===== src/rtl/rename_pkg.sv =====
`default_nettype none
// ============================================================================
//  Module      : rename_pkg
//  Description : Shared rename-stage definitions. The free list, the map
//                table and the rename/register-read pipeline registers use
//                these constants and types.
//                  NPHYS / NARCH : physical / architectural register counts
//                  PHYS_W        : physical register number width
//                  FL_DEPTH      : free-list capacity (NPHYS - NARCH)
//                  preg_t        : physical register number
//                  flptr_t       : free-list pointer (index plus wrap bit)
//  Revision    : 1.0 - initial release
// ============================================================================
package rename_pkg;

    localparam int NPHYS    = 64;
    localparam int NARCH    = 32;
    localparam int PHYS_W   = 6;
    localparam int FL_DEPTH = NPHYS - NARCH;

    typedef logic [PHYS_W-1:0] preg_t;
    typedef logic [5:0]        flptr_t;

    // Number of set bits in a pair of per-slot request flags (0..2).
    function automatic logic [1:0] count2(input logic a, input logic b);
        return {1'b0, a} + {1'b0, b};
    endfunction

endpackage
`default_nettype wire


===== src/rtl/free_list_ram.sv =====
`default_nettype none
// ============================================================================
//  Module      : free_list_ram
//  Description : Slot storage for the physical-register free list.
//                DEPTH entries of PHYS_W bits, two combinational read ports,
//                two synchronous write ports. Reset loads slot i with
//                DEPTH + i, i.e. the physical registers not initially mapped.
//  Ports       : clk, rst                     - clock, sync active-high reset
//                rd_addr0_i / rd_data0_o      - read port 0
//                rd_addr1_i / rd_data1_o      - read port 1
//                we0_i, wr_addr0_i, wr_data0_i - write port 0
//                we1_i, wr_addr1_i, wr_data1_i - write port 1
//  Revision    : 1.0 - initial release
// ============================================================================
module free_list_ram #(
    parameter int PHYS_W = 6,
    parameter int DEPTH  = 32,
    parameter int AW     = $clog2(DEPTH)
) (
    input  logic              clk,
    input  logic              rst,
    input  logic [AW-1:0]     rd_addr0_i,
    output logic [PHYS_W-1:0] rd_data0_o,
    input  logic [AW-1:0]     rd_addr1_i,
    output logic [PHYS_W-1:0] rd_data1_o,
    input  logic              we0_i,
    input  logic [AW-1:0]     wr_addr0_i,
    input  logic [PHYS_W-1:0] wr_data0_i,
    input  logic              we1_i,
    input  logic [AW-1:0]     wr_addr1_i,
    input  logic [PHYS_W-1:0] wr_data1_i
);

    logic [PHYS_W-1:0] mem_q [DEPTH];

    assign rd_data0_o = mem_q[rd_addr0_i];
    assign rd_data1_o = mem_q[rd_addr1_i];

    // The two write addresses are always consecutive tail slots, so they
    // never collide; port 1 is still written last for determinism.
    always_ff @(posedge clk) begin
        if (rst) begin
            for (int i = 0; i < DEPTH; i++) begin
                mem_q[i] <= PHYS_W'(DEPTH + i);
            end
        end else begin
            if (we0_i) mem_q[wr_addr0_i] <= wr_data0_i;
            if (we1_i) mem_q[wr_addr1_i] <= wr_data1_i;
        end
    end

endmodule
`default_nettype wire


===== src/rtl/free_list.sv =====
`default_nettype none
// ============================================================================
//  Module      : free_list
//  Description : Physical-register free list for the 2-wide rename stage.
//                Hands out up to two free registers per cycle (zero-latency
//                combinational lookup from the speculative head), takes back
//                up to two superseded registers per cycle from commit, and on
//                recover rolls the speculative head back to the committed
//                head (after applying same-cycle commits).
//  Ports       : clk, rst                 - clock, sync active-high reset
//                stall, recover           - rename stall, pipeline flush
//                alloc_req1/2             - rename slot 1/2 needs a register
//                rd1p, rd2p               - allocated registers for slot 1/2
//                alloc_ok                 - enough free entries for request
//                commit1/2, commit_old1/2 - retiring slot frees old mapping
//                free_count               - entries available to allocate
//  Revision    : 1.0 - initial release
// ============================================================================
module free_list #(
    parameter int PHYS_W = 6,
    parameter int DEPTH  = 32
) (
    input  logic                       clk,
    input  logic                       rst,
    input  logic                       stall,
    input  logic                       recover,
    input  logic                       alloc_req1,
    input  logic                       alloc_req2,
    output logic [PHYS_W-1:0]          rd1p,
    output logic [PHYS_W-1:0]          rd2p,
    output logic                       alloc_ok,
    input  logic                       commit1,
    input  logic                       commit2,
    input  logic [PHYS_W-1:0]          commit_old1,
    input  logic [PHYS_W-1:0]          commit_old2,
    output logic [$clog2(DEPTH)+1:0]   free_count
);

    import rename_pkg::*;

    localparam int AW    = $clog2(DEPTH);
    localparam int PTR_W = AW + 1;

    // Pointers carry a wrap bit above the slot index so full (difference
    // DEPTH) and empty (difference 0) are distinguishable.
    logic [PTR_W-1:0] spec_head_q,   spec_head_d;
    logic [PTR_W-1:0] commit_head_q, commit_head_d;
    logic [PTR_W-1:0] tail_q,        tail_d;

    logic [1:0]       w_nreq;
    logic [1:0]       w_ncommit;
    logic [PTR_W-1:0] w_avail;
    logic [PTR_W-1:0] w_live;
    logic             w_fire;
    logic [AW-1:0]    w_rd_addr0;
    logic [AW-1:0]    w_rd_addr1;
    logic [AW-1:0]    w_wr_addr0;
    logic [AW-1:0]    w_wr_addr1;

    assign w_nreq    = count2(alloc_req1, alloc_req2);
    assign w_ncommit = count2(commit1, commit2);

    // Uses the registered tail, so a register freed this cycle is never
    // counted (or handed out) until the next one.
    assign w_avail    = tail_q - spec_head_q;
    assign free_count = {1'b0, w_avail};
    assign alloc_ok   = (free_count >= (PTR_W + 1)'(w_nreq));
    assign w_fire     = alloc_ok & ~stall & ~recover;

    // Slot 2 takes the entry after slot 1 only when slot 1 is also taking one.
    assign w_rd_addr0 = spec_head_q[AW-1:0];
    assign w_rd_addr1 = spec_head_q[AW-1:0] + AW'(alloc_req1);

    // A lone commit2 writes at the tail itself.
    assign w_wr_addr0 = tail_q[AW-1:0];
    assign w_wr_addr1 = tail_q[AW-1:0] + AW'(commit1);

    free_list_ram #(
        .PHYS_W (PHYS_W),
        .DEPTH  (DEPTH)
    ) u_ram (
        .clk        (clk),
        .rst        (rst),
        .rd_addr0_i (w_rd_addr0),
        .rd_data0_o (rd1p),
        .rd_addr1_i (w_rd_addr1),
        .rd_data1_o (rd2p),
        .we0_i      (commit1),
        .wr_addr0_i (w_wr_addr0),
        .wr_data0_i (commit_old1),
        .we1_i      (commit2),
        .wr_addr1_i (w_wr_addr1),
        .wr_data1_i (commit_old2)
    );

    always_comb begin
        commit_head_d = commit_head_q + PTR_W'(w_ncommit);
        tail_d        = tail_q + PTR_W'(w_ncommit);
        spec_head_d   = spec_head_q;
        if (recover) begin
            // Same-cycle commits are already folded into commit_head_d.
            spec_head_d = commit_head_d;
        end else if (w_fire) begin
            spec_head_d = spec_head_q + PTR_W'(w_nreq);
        end
    end

    always_ff @(posedge clk) begin
        if (rst) begin
            spec_head_q   <= '0;
            commit_head_q <= '0;
            tail_q        <= PTR_W'(DEPTH);
        end else begin
            spec_head_q   <= spec_head_d;
            commit_head_q <= commit_head_d;
            tail_q        <= tail_d;
        end
    end

    // Every committed allocation returns exactly one register, so the
    // committed window always spans the full list capacity.
    assign w_live = tail_q - commit_head_q;

    a_window_full : assert property (@(posedge clk) disable iff (rst)
        w_live == PTR_W'(DEPTH));

endmodule
`default_nettype wire


===== config.mk =====
export PLATFORM = sky130hd
export DESIGN_NAME = free_list
export DESIGN_NICKNAME = d
export VERILOG_FILES = /design/src/rtl/rename_pkg.sv /design/src/rtl/free_list_ram.sv /design/src/rtl/free_list.sv
export SDC_FILE = /design/constraint.sdc
export NUM_CORES = 1
export LEC_CHECK = 0
export CAP_MARGIN = 20
export CORE_MARGIN = 2
export CORE_UTILIZATION = 50
export CTS_BUF_LIST = sky130_fd_sc_hd__clkbuf_8
export DETAILED_ROUTE_END_ITERATION = 8
export PLACE_DENSITY = 0.69
export SETUP_SLACK_MARGIN = 0.4
export SLEW_MARGIN = 20
export SYNTH_ARGS = -nofsm -noshare
export SYNTH_HDL_FRONTEND = slang
export SYNTH_SLANG_ARGS = --single-unit

===== constraint.sdc =====
create_clock -name clk -period 3.8 [get_ports clk]
set_clock_uncertainty 0.1 [all_clocks]
set_input_delay 0.38 -clock clk [delete_from_list [all_inputs] [get_ports clk]]
set_output_delay 0.38 -clock clk [all_outputs]
set_load 0.03 [all_outputs]

## Word level (Yosys, flattened, before mapping)

Memory sizes are Yosys's and may differ from the RTL's. A register that Yosys moved wholly into a read port is not among the register bits.
Index checks and enable logic that the tools add are counted.

- Register bits after elaboration: 18
- Latch bits: 0
- RAM bits: 192
- Bits in read-only memories: 0
- Input port bits: 20
- Output and inout port bits: 20
- Logic and storage cells: 38
- Memories kept: 1

Memories:

| name | depth | width | read ports | clocked after memory_dff | wr ports | RTL line | text |
|---|---|---|---|---|---|---|---|
| u_ram.mem_q | 32 | 6 | 2 | 1 | 32 | free_list_ram.sv:34 | `logic [PHYS_W-1:0] mem_q [DEPTH];` |

- $add $sub $neg: 8
- Multipliers: 0
- Divide/modulo/power cells: 0
- $lt $le $gt $ge: 1
- Eq/ne operators: 0
- Shift-type cells: 0
- Muxes and demuxes: 18
- Bitwise operators: 4
- Reduce and logical (&&, ||, !) cells: 3

Operator list:

| cell | number |
|---|---|
| 6-bit 2-to-1 mux | 4 |
| 5-bit 2-to-1 mux | 4 |
| 6-bit by 2-bit adder with 6-bit output | 3 |
| 6-bit OR reduction | 2 |
| 5-bit by 1-bit adder with 5-bit output | 2 |
| 1-bit 2-to-1 mux | 10 |
| 6-bit by 2-bit greater-or-equal comparator with 1-bit output | 1 |
| 6-bit subtractor | 1 |
| 1-bit by 1-bit adder with 2-bit output | 2 |
| 1-bit bitwise AND | 2 |
| 1-bit inverter | 2 |
| 2-bit nonzero test | 1 |

## Logic depth before layout (Yosys ltp)

Gate-level depths: netlist of run 1.

- Depth after elaboration: 8
- Depth in mapped cells: 10
- Depth with buffers taken out: 10

## By module

From an unflattened synthesis of run 1, not the netlist that was laid out.

- Cells, all modules: 1014
- Area, all modules: 13325.3 µm²

By module, submodules not included:

| module | instances | cells each | area an instance (µm²) | seq. area each (µm²) |
|---|---|---|---|---|
| free_list_ram | 1 | 842 | 11847.6 | 5765.5 |
| free_list | 1 | 172 | 1477.7 | 360.3 |

## Least setup slack after synthesis of run 1

No wires, ideal clock.

- Path type: input to output
- Start: input alloc_req1
- End: output rd2p[0]
- Arrival: 2.700 ns
- Data required time: 3.320 ns
- Slack: 0.620 ns
- Cell stages on the path: 7
- Path buffers: 2
- Cell sequence: ha_1 > ha_1 > clkbuf_1 > clkbuf_1 > mux4_2 > mux4_2 > mux2_2

- Cells in the longest elaborated chain, start to end: 2

Ends and longest elaborated chain:

| item | RTL line | text |
|---|---|---|
| from (decl) | free_list.sv:27 | `input logic alloc_req1,` |
| 5-bit by 1-bit adder with 5-bit output | free_list.sv:72 | `assign w_rd_addr1 = spec_head_q[AW-1:0] + AW'(alloc_req1);` |
| memory 32 x 6 bit | -- |  |
| to (decl) | free_list.sv:30 | `output logic [PHYS_W-1:0] rd2p,` |

Every way passes these cells.

## Final worst setup path of run 1

- Start: register spec_head_q[0]
- End: output rd2p[2]

- Cells in the longest elaborated chain, start to end: 2

Ends and longest elaborated chain:

| item | RTL line | text |
|---|---|---|
| from (decl) | free_list.sv:46 | `logic [PTR_W-1:0] spec_head_q, spec_head_d;` |
| from (signal assigned) | free_list.sv:114 | `spec_head_q <= spec_head_d;` |
| 5-bit by 1-bit adder with 5-bit output | free_list.sv:72 |  |
| memory 32 x 6 bit | -- |  |

Every way passes these cells.

==> results of run 1 <==
-- cells by family after synthesis --
| family | after synthesis | share of synthesized area |
|---|---|---|
| AOI/OAI and AO/OA | 209 | 0.0881 |
| xor gates and xnor gates | 14 | 0.00900 |
| adders and majority gates | 23 | 0.0233 |
| buffers and inverters | 136 | 0.0428 |
| DFF | 215 | 0.457 |
| muxes | 158 | 0.228 |
| other | 1 | 0.000275 |
| and+or+nand+nor | 453 | 0.151 |
-- worst max-delay path by stage --
stage	depth (start not counted)	slack, ns	start	end
2_1_floorplan	7	0.62	alloc_req1	rd2p[0]
3_3_place_gp	8	0.23	alloc_req1	rd2p[3]
3_5_place_dp	8	0.22	alloc_req1	rd2p[0]
4_1_cts	9	0.22	tail_q[0]	alloc_ok
5_1_grt	6	0.27	spec_head_q[0]	rd2p[3]
6_report	7	0.28	spec_head_q[0]	rd2p[2]
-- through the flow --
stage               std cells  cell area (um2)
floorplan                1209            13600
global placement         1568            14700
detailed placement       1568            14700
CTS                      1641            15600
global route             1647            15700
finish                   1647            15700
-- state kept, by name (all words and copies together), names as in the netlist, named ones only --
signal and count:
commit_head_q 6, spec_head_q 6, tail_q 6, u_ram.mem_q 192
-- repair_timing --
item                                    CTS  global route
endpoints found under the setup margin   15            13
resized for setup                        29            25
buffers inserted                          2             4
gates cloned                              4             2
pin swaps                                 1             1
-- area by class of cell --
type,count,area [um2]
multi-input cells,858,6870
well taps,341,427
flip-flops and latches,215,6240
inverters,30,113
fillers,2214,11200
clock inverters,21,86.3
clock buffers,46,633
repair buffers,136,1290
-- routing by layer --
layer / track usage / share of wire
met5: 0 / 0
met4: 0.201 / 0.078
met3: 0.0753 / 0.13
met2: 0.527 / 0.45
met1: 0.431 / 0.34
-- synth_stat cells, drive strengths merged, types with 14 or more instances --
master / number
a21oi: 50
a31oi: 58
buf: 31
clkbuf: 75
dfxtp: 23
edfxtp: 192
ha: 19
inv: 27
mux2i: 25
mux4: 120
nand2: 108
nand3: 61
nor2: 170
nor3: 32
nor4: 20
o21ai: 74
or3: 14
-- where the power goes --
part           total (mW)  internal [mW]  switching, mW
Clock                2.07           1.09          0.975
Sequential           2.76           2.66         0.0984
Combinational        1.92          0.864           1.06
Total                6.75           4.61           2.13
==> qor.tcl, run 1 <==
set qor(power.static_leakage_nw) 4.91
set qor(finalCriticalPeriod_ns) 3.52
set qor(die-width_um) 169
set qor(antenna_found_initial) 0
set qor(netlist_top_cells_area) {sky130_fd_sc_hd__edfxtp_1, sky130_fd_sc_hd__mux4_2, sky130_fd_sc_hd__nor2_1}
set qor(yosys.area.top_type) {sky130_fd_sc_hd__edfxtp_1}
set qor(num_cts_buffers) 38
set qor(crit_path_end_kind) {output port}
set qor(total_negative_slack_for_setup_checks_ns) 0
set qor(detailedRoute.firstIterationViolations) 1685
set qor(starting_density_of_the_core) 0.507
set qor(final_layout_size_suffix_gt1_frac) 0.237
set qor(worst_hold_path_type) {in2reg}
set qor(hold-worst-slack_ns) 0.178
set qor(drtAntennaViolNets) 0
set qor(global_route_wire_length_before_repair_um) 69800
set qor(number_of_global_route_vias_before_repair) 10938
set qor(ys_seq_elements) 215
set qor(reg2reg_depth) 5
set qor(area_growth_syn_to_layout_pct) 14.9
set qor(hold_path_stages) 2
set qor(number_of_sinks_driven_by_the_clock_tree) 215
set qor(setup.worst_path.start_class) {flip-flop}
set qor(crit_path_cell_trace) {ha_4, buf_12, clkbuf_16, mux4_2, mux4_2, mux2_2, buf_4}
set qor(numPortBuffers) 38
set qor(result_of_the_run) {finished, final reports clean}
set qor(fin_total_pwr_mw) 6.75
set qor(mappedNetlistNets) 1252
set qor(slew_headroom) 0.381
set qor(final_core_utilization) 0.582
set qor(path_delay_family) {multiplexers}
set qor(final_nets) 1322
set qor(drv_cap) 0
set qor(mean_instance_size_in_the_synthesized_netlist_um2) 11.3
set qor(place.detailed.hpwl_um) 33700
set qor(tritoncts) {done}
set qor(grt.overflow.total) 0
set qor(clockRootBuffer) {sky130_fd_sc_hd__clkbuf_8}
set qor(rr_startpoint) {tail_q[4]}
set qor(cp_max_fo) 5
set qor(slowest_stage) {sky130_fd_sc_hd__mux4_2}
set qor(hold_violations) 0
set qor(cp_common_cell) {sky130_fd_sc_hd__mux4_2}
set qor(layout_commonest_cell) {sky130_fd_sc_hd__edfxtp_1}
set qor(maximum_level_of_the_cts_h_tree) 2
set qor(floorplan.rows) 60
set qor(syn-cell-area_um2) 13600
set qor(fin_crit_sh) 0.926
set qor(fin_ws_ns) 0.280
set qor(cts.path.max_buffers) 3
set qor(cp.required_ns) 3.32
set qor(timing_max_transition_violations_final) 0
set qor(diodes) 0
set qor(post_synth_top_flop) {sky130_fd_sc_hd__edfxtp_1}
set qor(cts_hold_buffers) 0
set qor(yosysSeqAreaShare) 0.457
set qor(critical_path.n_buffers_inverters) 3
set qor(rsz_0062_raised_after_global_routing) {yes}
set qor(gr-usage-all-layers) 0.336
set qor(worst-slew-pin-transition_ns) 0.928
set qor(die_area_um2) 28600
set qor(final-setup-viol-count) 0
set qor(worstPathArrival_ns) 3.04
set qor(synthesis.instances) 1209
set qor(startpoint_of_the_lowest_slack_hold_path) {rst}
set qor(wirelength_um) 47400
set qor(finalWeightedCongestion) 0.992
set qor(pin_count_of_the_biggest_net_entering_global_routing) 49
set qor(power-per-cell-area_nw_per_um2) 431
set qor(timing_worst_setup_path_type) {reg2out}
set qor(crit_path_max_incr_delay_ns) 0.52
set qor(reg2reg_setup_slack_ns) 0.83
set qor(firstDrtPassIters) 6
set qor(die_height_um) 169
set qor(worst_ir_drop_vdd_mv) 0.311
set qor(yosys.cell_types.count) 57
set qor(edff_count_synth) 192
set qor(drc_errors) 0
set qor(dr_total_vias) 11365
set qor(wl_per_cell_um) 28.8
set qor(synth.top_cell.area_share) 0.423
set qor(yosysWarningCount) 0
set qor(async_reset_ff_frac) 0
set qor(layout_common_cells) {sky130_fd_sc_hd__edfxtp_1, sky130_fd_sc_hd__nor2_1, sky130_fd_sc_hd__mux4_2}
set qor(crit-reg2reg-capture) {u_ram.mem_q[24][4]}
set qor(io-pin-count) 40
set qor(path_clk_slew_ns) 0.06
set qor(design.core.area_um2) 26900
set qor(max_freq_ghz) 0.284
set qor(route.detailed.vias_per_inst) 6.90
set qor(dpl_worst_slack_ns) 0.222
set qor(clock_latency_on_the_worst_skew_pair_ns) 0.53
set qor(worstHoldEndpoint) {tail_q[2]}
Power figures use the tool's default switching activity.
==> inputs of run 2 (changes only) <==
CTS_CLUSTER_DIAMETER = 120   (was unset)
SLEW_MARGIN = unset   (was 20)
==> results of run 2 <==
No change in the layout: final DEF, timing and power equal those of run 1.
